===== src/rtl/dmem_arbiter.sv =====
// Two-port arbiter in front of a single-ported, synchronous-read data memory.
// Default build: core priority with a debug starvation guard; define DMEM_ARB_RR_EN for round-robin on contested cycles.
module dmem_arbiter #(
  parameter int ADDR_W   = 5,
  parameter int DATA_W   = 32,
  parameter int WAIT_MAX = 4
) (
  input  logic              clk,
  input  logic              RN,
  input  logic              c_req,
  input  logic              c_we,
  input  logic [ADDR_W-1:0] c_addr,
  input  logic [DATA_W-1:0] c_wdata,
  output logic              c_gnt,
  output logic              c_rvalid,
  output logic [DATA_W-1:0] c_rdata,
  output logic              c_stall,
  input  logic              d_req,
  input  logic              d_we,
  input  logic [ADDR_W-1:0] d_addr,
  input  logic [DATA_W-1:0] d_wdata,
  output logic              d_gnt,
  output logic              d_rvalid,
  output logic [DATA_W-1:0] d_rdata,
  output logic              m_en,
  output logic              m_we,
  output logic [ADDR_W-1:0] m_addr,
  output logic [DATA_W-1:0] m_wdata,
  input  logic [DATA_W-1:0] m_rdata
);

  logic [3:0] r_wait_cnt;
  logic       r_last_d;
  logic       r_c_rvalid;
  logic       r_d_rvalid;

  logic       w_d_pick;
  logic       w_c_gnt;
  logic       w_d_gnt;

  // w_d_pick decides only contested cycles; uncontested requests always win.
  always_comb begin
    w_d_pick = 1'b0;
`ifdef DMEM_ARB_RR_EN
    w_d_pick = ~r_last_d;
`else
    w_d_pick = (int'(r_wait_cnt) >= WAIT_MAX);
`endif
  end

  assign w_c_gnt = ~RN & c_req & (~d_req | ~w_d_pick);
  assign w_d_gnt = ~RN & d_req & (~c_req | w_d_pick);

  always_comb begin
    m_en    = w_c_gnt | w_d_gnt;
    m_we    = 1'b0;
    m_addr  = '0;
    m_wdata = '0;
    if (w_c_gnt) begin
      m_we    = c_we;
      m_addr  = c_addr;
      m_wdata = c_wdata;
    end else if (w_d_gnt) begin
      m_we    = d_we;
      m_addr  = d_addr;
      m_wdata = d_wdata;
    end
  end

  always_ff @(posedge clk or posedge RN) begin
    if (RN) begin
      r_wait_cnt <= 4'd0;
      r_last_d   <= 1'b0;
      r_c_rvalid <= 1'b0;
      r_d_rvalid <= 1'b0;
    end else begin
      r_c_rvalid <= w_c_gnt & ~c_we;
      r_d_rvalid <= w_d_gnt & ~d_we;
      if (d_req & ~w_d_gnt) begin
        if (r_wait_cnt != 4'hF) r_wait_cnt <= r_wait_cnt + 4'd1;
      end else begin
        r_wait_cnt <= 4'd0;
      end
      if (w_c_gnt)      r_last_d <= 1'b0;
      else if (w_d_gnt) r_last_d <= 1'b1;
    end
  end

  // Read data is forced to zero outside its one-cycle valid pulse.
  assign c_gnt    = w_c_gnt;
  assign d_gnt    = w_d_gnt;
  assign c_stall  = c_req & ~w_c_gnt;
  assign c_rvalid = r_c_rvalid;
  assign d_rvalid = r_d_rvalid;
  assign c_rdata  = r_c_rvalid ? m_rdata : '0;
  assign d_rdata  = r_d_rvalid ? m_rdata : '0;

endmodule


===== config.mk =====
export PLATFORM = sky130hd
export DESIGN_NAME = dmem_arbiter
export DESIGN_NICKNAME = d
export VERILOG_FILES = /design/src/rtl/dmem_arbiter.sv
export SDC_FILE = /design/constraint.sdc
export NUM_CORES = 1
export LEC_CHECK = 0
export BUFFER_PORTS_ARGS = -buffer_cell sky130_fd_sc_hd__buf_2
export CORE_AREA = 2 2 86 88
export CTS_BUF_LIST = sky130_fd_sc_hd__clkbuf_8
export DETAILED_ROUTE_END_ITERATION = 10
export DIE_AREA = 0 0 88 90
export MAX_ROUTING_LAYER = met4
export PLACE_DENSITY_LB_ADDON = 0.08
export SETUP_SLACK_MARGIN = 0.1
export SYNTH_ARGS = -nofsm -noshare
export SYNTH_HDL_FRONTEND = slang
export SYNTH_SLANG_ARGS = --single-unit

===== constraint.sdc =====
create_clock -name clk -period 3.2 [get_ports clk]
set_clock_uncertainty 0.1 [all_clocks]
set_input_delay 0.48 -clock clk [delete_from_list [all_inputs] [get_ports clk]]
set_output_delay 0.48 -clock clk [all_outputs]
set_load 0.01 [all_outputs]

### After elaboration in Yosys (flattened, before gate mapping)

Cells that the tools add are included.

* flip-flop bits (word level): 6
* bits in latches: 0
* memory bits (writable): 0
* ROM bits: 0
* input port bits: 112
* output and inout bits: 108
* word-level logic and storage cells: 36
* memories: 0

* $add $sub $neg: 1
* multiply operators: 0
* divide/modulo/power cells: 0
* order comparisons: 1
* eq/ne operators: 2
* shift-type cells: 0
* muxes and demuxes: 10
* bitwise gates (word level): 19
* reduce and logical (&&, ||, !) cells: 0

Operator list (number)
* 32-bit two-way mux: 4
* 5-bit two-way mux: 2
* 1-bit bitwise AND: 8
* 4-bit two-way mux: 2
* 1-bit inverter: 8
* 4-bit by 1-bit adder with 4-bit output, second input constant: 1
* 4-bit by 3-bit >= comparator with 1-bit output, second input constant: 1
* 4-bit inequality test, second input constant: 1
* 1-bit OR: 3
* 1-bit two-way mux: 2
* 2-bit by 1-bit inequality test with 1-bit output, second input constant: 1

### Longest topological paths before layout

Gate-level depths: netlist of run 1.

* depth after elaboration: 6
* gate-level depth with buffers: 5
* gate-level depth less buffers: 4

### Worst setup path before layout of run 1

Ideal clock, no wire load.

* kind: input port to output port
* start: input RN
* end: output m_wdata[20]
* arrival: 1292 ps
* data required time: 2620 ps
* slack: 1328 ps
* stages on the path: 5
* path buffers: 2
* cells stage by stage: inv_1 > and3_1 > buf_2 > buf_6 > a22o_1

* elaborated cells on any way between the ends: 7
* those cells by class: mux: 2; bitwise: 5

RTL lines
* start, declared: line 9 `input logic RN,`
* 1-bit inverter: line 51 `assign w_c_gnt = ~RN & c_req & (~d_req | ~w_d_pick);`
* 1-bit bitwise AND (2 in a row): line 51
* named net c_gnt: line 14 `output logic c_gnt,`
* 32-bit two-way mux: line 59 `if (w_c_gnt) begin`
* end, declared: line 28 `output logic [DATA_W-1:0] m_wdata,`

The timed path passes the listed nets, and every way through them passes these cells.

### Worst setup path after layout of run 1

* start: register r_wait_cnt[2]
* end: output m_wdata[21]

* longest elaborated chain between the ends: 5
* elaborated cells on any way between the ends: 8
* those cells by class: order compare: 1; mux: 2; bitwise: 5

Ends and longest elaborated chain
* start, declared: line 32 `logic [3:0] r_wait_cnt;`
* start signal, assigned: line 80 `if (r_wait_cnt != 4'hF) r_wait_cnt <= r_wait_cnt + 4'd1;`
* 4-bit by 3-bit >= comparator with 1-bit output *: line 47 `w_d_pick = (int'(r_wait_cnt) >= WAIT_MAX);`
* 1-bit OR or 1-bit inverter (tied branches): line 52, 51
* 1-bit bitwise AND or 1-bit OR (tied branches): line 52, 51
* 32-bit two-way mux or 1-bit bitwise AND (tied branches): line 63, 51
* 32-bit two-way mux *: line 59

Mark *: on every way between the ends. The rest lies on a longest branch, timed or not.

==> metrics.txt, run 1 <==
initial antenna violation count 0; largest area contributor in the netlist and2_1; post-CTS sizing 0; critical path class reg2out; layout cells sized above 1 63.0%; vias per cell 4.15; syn_nets 261; Cells after Synth 148; Pins Over Slew Limit 0; critical-path cell list nor3b_1 > nor3b_4 > buf_4 > a22o_1 > buf_2; IO Count 220; worst slew pin tran 743 ps; Crit. End Element primary output; largest family of logic cells by synthesized area simple AND/OR/NAND/NOR gates; Max VDD drop 0.0866 mV; Slew headroom 50.5%; setup violators final 0; status complete, no violations; fmax 0.422 GHz; Layout area overhead 106%; Post-CTS Repair Setup Buffers 0; Place WS 804 ps; P_leak 1.51 nW; first-pass GRT wire length 8.13 mm; post-synthesis adder-cell area fraction 1.11%; input/output buffers 219; Die Wd 88 um; global route overflow 0; RSZ-0062 raised after global routing false; worst-skew pair later-pin latency 230 ps; n_diodes 0; Worst setup SP type flop; Power Density 183 nW/um^2; Mean Syn Cell Area 7.61 um^2; gp weighted congestion 0.813; vias in the first global route 1730; initial DRC count 50; effective utilization at floorplan 16.0%; row count 31; Worst path max stage delay 440 ps; clk sinks 6; post-synthesis instance area 1130 um^2; Synth Area in XOR/XNOR 0.778%; Die Area 7920 um^2; Final Cell Area 2320 um^2; most frequent cells in the layout 219 x buf_2, 64 x and2_1, 38 x a22o_1, 6 x nor2_1, 6 x dfrtp_1; register bit total from synthesis 6; post-synthesis mux area share 0.889%; fin nets 472; Final Hold Viols 0; CP Max Fanout 40; DRT Wirelength 5.60 mm; leading cell type in the layout, fill and taps excluded buf_2; wire per inst 12.3 um; Root Buffer Master clkbuf_8; DP HPWL 4.84 mm; Worst path slowest cell dfrtp_1; clock buffer depth 2; die height 90 um; Routed Antenna Nets 0; CTS tree built; worst hold path class in2async; hold_buf cts 0; Compound-Gate Fraction of Synth Area 31.0%; Worst-path clk slew 40 ps; largest net degree at the start of global routing 42; Vias 1892; top cell type's share of synthesized area 35.6%; register area share after synthesis 13.3%; fin crit share 74.0%; Residual DRC 0; setup TNS 0 ps; Pre-Repair DR Iteration Count 4; Final Critical Period 2370 ps; Post-DP Area 2270 um^2; Worst EP arrival 1790 ps; simple-gate share of the synthesized area 44.3%; Synth cell types 21; number of max-cap violations 0; Min Hold Slack 108 ps; CTS buffer count 3; H-tree depth 1; Synth Warn # 0; largest cells by area after synthesis and2_1 36%, a22o_1 30%, dfrtp_1 13%, buf_6 4.0%, buf_2 2.2%; worst setup margin 833 ps; All-Layer GR Usage 13.2%; CP required 2620 ps; core area 7020 um^2
-- Yosys cell counts, drive strengths merged --
master / n
a22o: 38
a31oi: 1
and2: 64
and3: 1
buf: 9
clkbuf: 6
dfrtp: 6
ha: 1
inv: 1
mux2i: 1
nand2: 1
nand3: 2
nor2: 6
nor2b: 3
nor3: 2
nor3b: 3
o21ai: 2
xnor2: 1
-- metal layers --
metal  track usage [%]  routed length [um]
met5                 -                   0
met4              4.36                  89
met3              1.29                 593
met2              26.1                2990
met1              12.9                1930
-- power breakdown --
part	internal, mW	switching, mW
clock	0.0808	0.0332
sequential	0.0794	0.00867
combinational	0.119	0.102
-- flip-flops by register name, indices dropped and copies added (netlist names) --
register,flops
d_rvalid,1
r_wait_cnt,4
c_rvalid,1
-- final cells by class --
| class | instances | area, um^2 |
|---|---|---|
| multi-input combinational | 126 | 886 |
| fill | 773 | 4700 |
| timing repair buffer | 221 | 1110 |
| sequential | 6 | 150 |
| clock buffer | 3 | 41.3 |
| inverter | 1 | 3.75 |
| tap | 99 | 124 |
-- kinds of logic after synthesis --
kind of cell,after synthesis
AOI/OAI and AO/OA,41
xor gates and xnor gates,1
adders and majority gates,1
buffers and inverters,16
DFF,6
muxes,1
and+or+nand+nor,82
-- worst max-delay path, delay by kind of cell, from the launching register on --
kind / cells / cell delay [ps]
buffers and inverters: 2 / 410
and+or+nand+nor: 2 / 460
AOI/OAI and AO/OA: 1 / 250
DFF: 1 / 440
-- final timing paths --
check | start | endpoint | slack, ps | cells past startpoint
max | r_wait_cnt[2] | m_wdata[21] | 830 | 5
min | RN | r_wait_cnt[3] | 110 | 2
min reg2reg | r_wait_cnt[0] | r_wait_cnt[0] | 510 | 2
max reg2reg | r_wait_cnt[2] | d_rvalid | 1630 | 4
min in group clk | d_we | d_rvalid | 330 | 2
max in group asynchronous | RN | d_rvalid | 2700 | 2
-- through the flow --
step	instances	total power, mW	utilization (%)
floorplan	148	0.188	-
global placement	453	0.316	32.4
detailed placement	453	0.315	32.4
CTS	456	0.431	33.0
global route	456	0.456	33.0
finish	456	0.424	33.0
(Power assumes the default switching activity.)
==> run 2, diff against run 1 <==
--- a/config.mk
+++ b/config.mk
@@ -5,6 +5,7 @@
 export SDC_FILE = /design/constraint.sdc
 export NUM_CORES = 1
 export LEC_CHECK = 0
+export ABC_AREA = 1
 export BUFFER_PORTS_ARGS = -buffer_cell sky130_fd_sc_hd__buf_2
 export CORE_AREA = 2 2 86 88
 export CTS_BUF_LIST = sky130_fd_sc_hd__clkbuf_8
==> constraint.sdc (replaced) <==
create_clock -name clk -period 2.2 [get_ports clk]
set_clock_uncertainty 0.1 [all_clocks]
set_input_delay 0.33 -clock clk [delete_from_list [all_inputs] [get_ports clk]]
set_output_delay 0.33 -clock clk [all_outputs]
set_load 0.01 [all_outputs]
==> metrics.txt, run 2 <==
die height 90 um (unchanged); input/output buffers 219 (unchanged); status complete, no violations; Worst path max stage delay 450 ps (about the same); Cells after Synth 307 (+110%); initial antenna violation count 0 (unchanged); critical path class reg2out; P_sw 0.252 mW (+75%); leading cell type in the layout, fill and taps excluded buf_2; Synth Area in XOR/XNOR 0% (-0.78 points); DP HPWL 5.25 mm (+8.4%); Place WS 267 ps (-537 ps); most frequent cells in the layout 219 x buf_2, 149 x nand2_1, 72 x inv_1, 41 x nand3_1, 12 x nor2_1; core area 7020 um^2 (unchanged); Vias 2445 (+29%); clk sinks 6 (unchanged); Die Area 7920 um^2 (unchanged); Slew headroom 78.2% (+28 points); Final Hold Viols 0 (unchanged); placed insts 611 (+35%); Layout area overhead 89.8%; switching share of power 38.4% (+4.4 points); gp weighted congestion 0.777 (-4.3%); row count 31 (unchanged); Pre-Repair DR Iteration Count 4 (unchanged); Root Buffer Master clkbuf_8; Clk network pwr share 26.0% (-0.9 points); Pins Over Slew Limit 0 (unchanged); vias per cell 3.98 (-4.2%); effective utilization at floorplan 19.6% (+3.6 points); top cell type's share of synthesized area 40.6% (+5.0 points); register bit total from synthesis 6 (unchanged); Post-CTS Repair Setup Buffers 0 (unchanged); Worst-path clk slew 40 ps (about the same); Synth Warn # 0 (unchanged); critical-path cell list o21ai_2 > buf_6 > nand2_1 > inv_1 > nor2_1 > buf_2; Largest Register r_wait_cnt; Final Cell Area 2620 um^2 (+13%); DRT Wirelength 6.30 mm (+12%); Worst EP arrival 1510 ps (-280 ps); IO Count 220 (unchanged); simple-gate share of the synthesized area 60.4% (+16 points); Comb power frac 55.5% (+3.2 points); fin nets 631 (+34%); Residual DRC 0 (unchanged); number of max-cap violations 0 (unchanged); Mean Syn Cell Area 4.49 um^2 (-41%); CTS tree built; largest area contributor in the netlist nand2_1; vias in the first global route 2115 (+22%); fin crit share 88.4%; initial DRC count 48 (-4.0%); ys flop type dfrtp_1; worst slew pin tran 328 ps (-415 ps); fmax 0.514 GHz; post-synthesis mux area share 0% (-0.89 points); part of the power in registers 18.6% (-2.2 points); Crit. End Element primary output; largest cells by area after synthesis nand2_1 41%, inv_1 20%, nand3_1 15%, dfrtp_1 11%, nor2_1 3.5%; Synth async-reset ratio 100% (unchanged); Post-synth top cells 149 x nand2_1, 72 x inv_1, 41 x nand3_1, 13 x nor2_1, 8 x clkbuf_1; global route overflow 0 (unchanged); Post-DP Area 2550 um^2 (+12%); post-synthesis instance area 1380 um^2 (+22%); Worst setup SP type flop; largest family of logic cells by synthesized area simple AND/OR/NAND/NOR gates; clock buffer depth 2 (unchanged); crit-path leading delay family flip-flops; Worst path slowest cell dfrtp_1; most common cell in the netlist nand2_1; largest net degree at the start of global routing 40 (-4.8%); Synth cell types 15 (-29%); All-Layer GR Usage 15.1% (+1.9 points); worst setup margin 256 ps (-576 ps); CTS buffer count 3 (unchanged); worst-skew pair later-pin latency 230 ps (about the same); CP required 1770 ps (-850 ps); max reg flops 4 (unchanged); Min Hold Slack 174 ps (+65.8 ps); Routed Antenna Nets 0 (unchanged); RSZ-0062 raised after global routing false; Compound-Gate Fraction of Synth Area 0.727% (-30 points); total power 0.656 mW (+55%); wire per inst 10.2 um (-17%); internal power 0.404 mW (+45%); Max VDD drop 0.151 mV (+74%); setup violators final 0 (unchanged); Power Density 251 nW/um^2 (+37%); buffer and inverter count on the worst path 3 (+1); H-tree depth 1 (unchanged); Finished Layout Cells 615 (+35%); n_diodes 0 (unchanged); post-synthesis adder-cell area fraction 0.908% (-0.20 points); setup TNS 0 ps (unchanged); layout cells sized above 1 44.8% (-18 points); worst hold path class in2reg; fin util 37.2% (+4.3 points); Die Wd 88 um (unchanged); number of synthesized flops with an enable pin 0 (unchanged); register area share after synthesis 10.9% (-2.4 points); Final Critical Period 1940 ps; first-pass GRT wire length 9.56 mm (+18%); syn_nets 420 (+61%); CP Max Fanout 21 (-48%); P_leak 2.25 nW (+49%)
-- run 2: cell types whose count changed after synthesis, sizes merged, moves of 7 or more --
cell	change
nand2	+149
inv	+72
and2	-64
nand3	+39
a22o	-38
nor2	+7
-- run 2: area by class of cell --
| type | instances | area [um^2] |
|---|---|---|
| Multi-Input combinational cell | 209 | 861 |
| Clock buffer | 3 | 41.3 |
| Sequential cell | 6 | 150 |
| Tap cell | 99 | 124 |
| Fill cell | 812 | 4410 |
| Inverter | 73 | 279 |
| Timing Repair Buffer | 225 | 1160 |
-- run 2: routing by layer --
layer / global-route usage, % / share of wire [%]
met1: 15.4 / 38
met2: 30.2 / 53
met3: 2.30 / 9.6
met4: 1.54 / 0.095
met5: - / 0
-- run 2: cells by family (layout without fill, tap and decap cells) --
group                      Yosys count  in the layout
adders and majority gates            1              1
and+or+nand+nor                    206            206
AOI/OAI and AO/OA                    2              2
buffers and inverters               92            301
DFF                                  6              6
-- run 2: repair_timing --
item,4_1_cts,5_1_grt
setup endpoints to repair,38,10
resized for setup,1,2
endpoints found under the hold margin,6,0
hold buffers,1,0
pin swaps,0,0
-- run 2: final timing paths --
| kind | startpoint | endpoint | slack [ps] | depth (start not counted) |
|---|---|---|---|---|
| max | r_wait_cnt[3] | c_stall | 260 | 6 |
| min reg2reg | r_wait_cnt[0] | r_wait_cnt[0] | 480 | 3 |
| max reg2reg | r_wait_cnt[3] | c_rvalid | 910 | 4 |
| max in group asynchronous | RN | d_rvalid | 1290 | 3 |
| min in group asynchronous | RN | r_wait_cnt[2] | 500 | 3 |
| min | c_we | c_rvalid | 170 | 2 |
-- run 2: worst register-to-register path, delay by kind of cell (launching register included) --
kind                   cells  cell delay (ps)
DFF                        1              450
AOI/OAI and AO/OA          1              220
and+or+nand+nor            2              240
buffers and inverters      1              220
-- run 2: power groups by stage --
stage          Sequential [mW]  Combinational, mW  Clock, mW
2_1_floorplan            0.123              0.163          0
5_1_grt                  0.123              0.409      0.186
3_5_place_dp             0.123              0.367          0
4_1_cts                  0.122              0.369      0.175
3_3_place_gp             0.123              0.367          0
6_report                 0.122              0.364      0.170
==> run 3, diff against run 2 <==
--- a/config.mk
+++ b/config.mk
@@ -5,12 +5,11 @@
 export SDC_FILE = /design/constraint.sdc
 export NUM_CORES = 1
 export LEC_CHECK = 0
-export ABC_AREA = 1
 export BUFFER_PORTS_ARGS = -buffer_cell sky130_fd_sc_hd__buf_2
-export CORE_AREA = 2 2 86 88
+export CORE_AREA = 2 2 84 86
 export CTS_BUF_LIST = sky130_fd_sc_hd__clkbuf_8
 export DETAILED_ROUTE_END_ITERATION = 10
-export DIE_AREA = 0 0 88 90
+export DIE_AREA = 0 0 86 88
 export MAX_ROUTING_LAYER = met4
 export PLACE_DENSITY_LB_ADDON = 0.08
 export SETUP_SLACK_MARGIN = 0.1
==> metrics.txt, run 3 (synthesis results as in run 1) <==
critical-path cell list nor3b_2 > nor3b_4 > buf_12 > a22o_1 > buf_2; Final Hold Viols 0 (unchanged); first-pass GRT wire length 8.63 mm (-9.8%); Crit. End Element primary output; Max VDD drop 0.151 mV (+0.10%); Power Density 267 nW/um^2 (+6.2%); Residual DRC 0 (unchanged); most frequent cells in the layout 219 x buf_2, 64 x and2_1, 38 x a22o_1, 6 x nor2_1, 6 x dfrtp_1; DRT Wirelength 6.41 mm (+1.8%); initial DRC count 27 (-44%); Pre-Repair DR Iteration Count 4 (unchanged); CTS buffer count 3 (unchanged); Worst path depth 5 (-1); RSZ-0062 raised after global routing false; Worst EP arrival 1560 ps (+50 ps); Die Wd 86 um (-2.3%); Layout area overhead 108%; die height 88 um (-2.2%); input/output buffers 219 (unchanged); Pins Over Slew Limit 0 (unchanged); worst-skew pair later-pin latency 220 ps (about the same); IO Count 220 (unchanged); Slew headroom 68.4% (-9.7 points); Min Hold Slack 23.8 ps (-150 ps); worst slew pin tran 469 ps (+141 ps); core area 6640 um^2 (-5.4%); vias per cell 4.31 (+8.3%); P_leak 1.53 nW (-32%); wire per inst 14.6 um (+42%); reg2reg setup slack 820 ps (-90 ps); CTS tree built; number of max-cap violations 0 (unchanged); H-tree depth 1 (unchanged); setup violators final 0 (unchanged); n_diodes 0 (unchanged); hold_buf cts 0 (-1); Worst path max stage delay 440 ps (about the same); Worst setup SP type flop; fin crit share 90.4% (+2.0 points); global route overflow 0 (unchanged); worst setup margin 211 ps (-44.7 ps); status complete, no violations; clk sinks 6 (unchanged); initial antenna violation count 0 (unchanged); Final Critical Period 1990 ps (+44.7 ps); vias in the first global route 1779 (-16%); setup TNS 0 ps (unchanged); leading cell type in the layout, fill and taps excluded buf_2; effective utilization at floorplan 16.9% (-2.7 points); worst hold path class in2async; Die Area 7570 um^2 (-4.4%); Largest Register r_wait_cnt; CP required 1770 ps (about the same); R2R depth 3 (-1); CP Max Fanout 40 (+90%); critical path class reg2out; buffer and inverter count on the worst path 2 (-1); clock buffer depth 2 (unchanged); Worst path slowest cell dfrtp_1; DP HPWL 5.50 mm (+4.8%); row count 30 (-3.2%); layout cells sized above 1 63.6% (+19 points); total power 0.625 mW (-4.7%); fin nets 475 (-25%); gp weighted congestion 0.809 (+4.1%); Routed Antenna Nets 0 (unchanged); crit-path leading delay family flip-flops; Place WS 321 ps (+54.4 ps); Worst-path clk slew 40 ps (about the same); largest net degree at the start of global routing 42 (+5.0%); Vias 1895 (-22%); Root Buffer Master clkbuf_8; fmax 0.503 GHz (-2.2%); fin util 35.3% (-2.0 points); All-Layer GR Usage 15.2% (+0.10 points); max reg flops 4 (unchanged)
-- run 3: changes by cell type in the layout (fill, tap and decap cells not counted), moves of 2 or more --
cell,delta
nor2b_1,+3
nand3_1,-39
nand4_1,-2
nor2_1,-6
inv_1,-71
a22o_1,+38
nor3_1,+2
and2_1,+64
nand2_1,-148
-- run 3: metrics by stage --
step,std cells,cell area (um^2)
2_1_floorplan,148,1130
3_3_place_gp,437,2300
3_5_place_dp,437,2300
4_1_cts,440,2340
5_1_grt,440,2340
6_report,440,2340
-- run 3: worst paths after layout --
| kind | startpoint | end |
|---|---|---|
| setup reg to reg | r_wait_cnt[2] | r_wait_cnt[3] |
| max in group asynchronous | RN | d_rvalid |
| hold reg to reg | r_wait_cnt[1] | r_wait_cnt[1] |
| hold / removal | RN | r_wait_cnt[3] |
| setup / recovery | r_wait_cnt[2] | m_wdata[1] |
| min in group clk | c_we | c_rvalid |
-- run 3: timing repair --
action / in CTS / in global routing
endpoints found under the hold margin: 0 / 0
resized for setup: 1 / 0
setup buffers: 0 / 0
setup endpoints to repair: 2 / 0
-- run 3: cell type report --
class | instances | area, um^2
tap | 80 | 100
sequential | 6 | 150
inverter | 1 | 3.75
fill | 729 | 4300
timing repair buffer | 224 | 1160
multi-input combinational | 126 | 891
clock buffer | 3 | 41.3
-- run 3: routing by layer --
| metal | routed length (um) | vias to the layer above | global-route usage, % |
|---|---|---|---|
| li1 | - | 944 | - |
| met1 | 2220 | 791 | 14.5 |
| met2 | 3310 | 146 | 30.0 |
| met3 | 669 | 14 | 2.45 |
| met4 | 214 | 0 | 6.20 |
| met5 | 0 | - | - |
-- run 3: tightest hold or removal path: cells and delay by family --
| kind | cells | cell delay (ps) |
|---|---|---|
| buffers and inverters | 3 | 340 |
-- run 3: where the power goes --
group	internal (mW)	switching, mW
sequential	0.116	0.00516
combinational	0.182	0.164
clock	0.117	0.0413
total	0.415	0.211
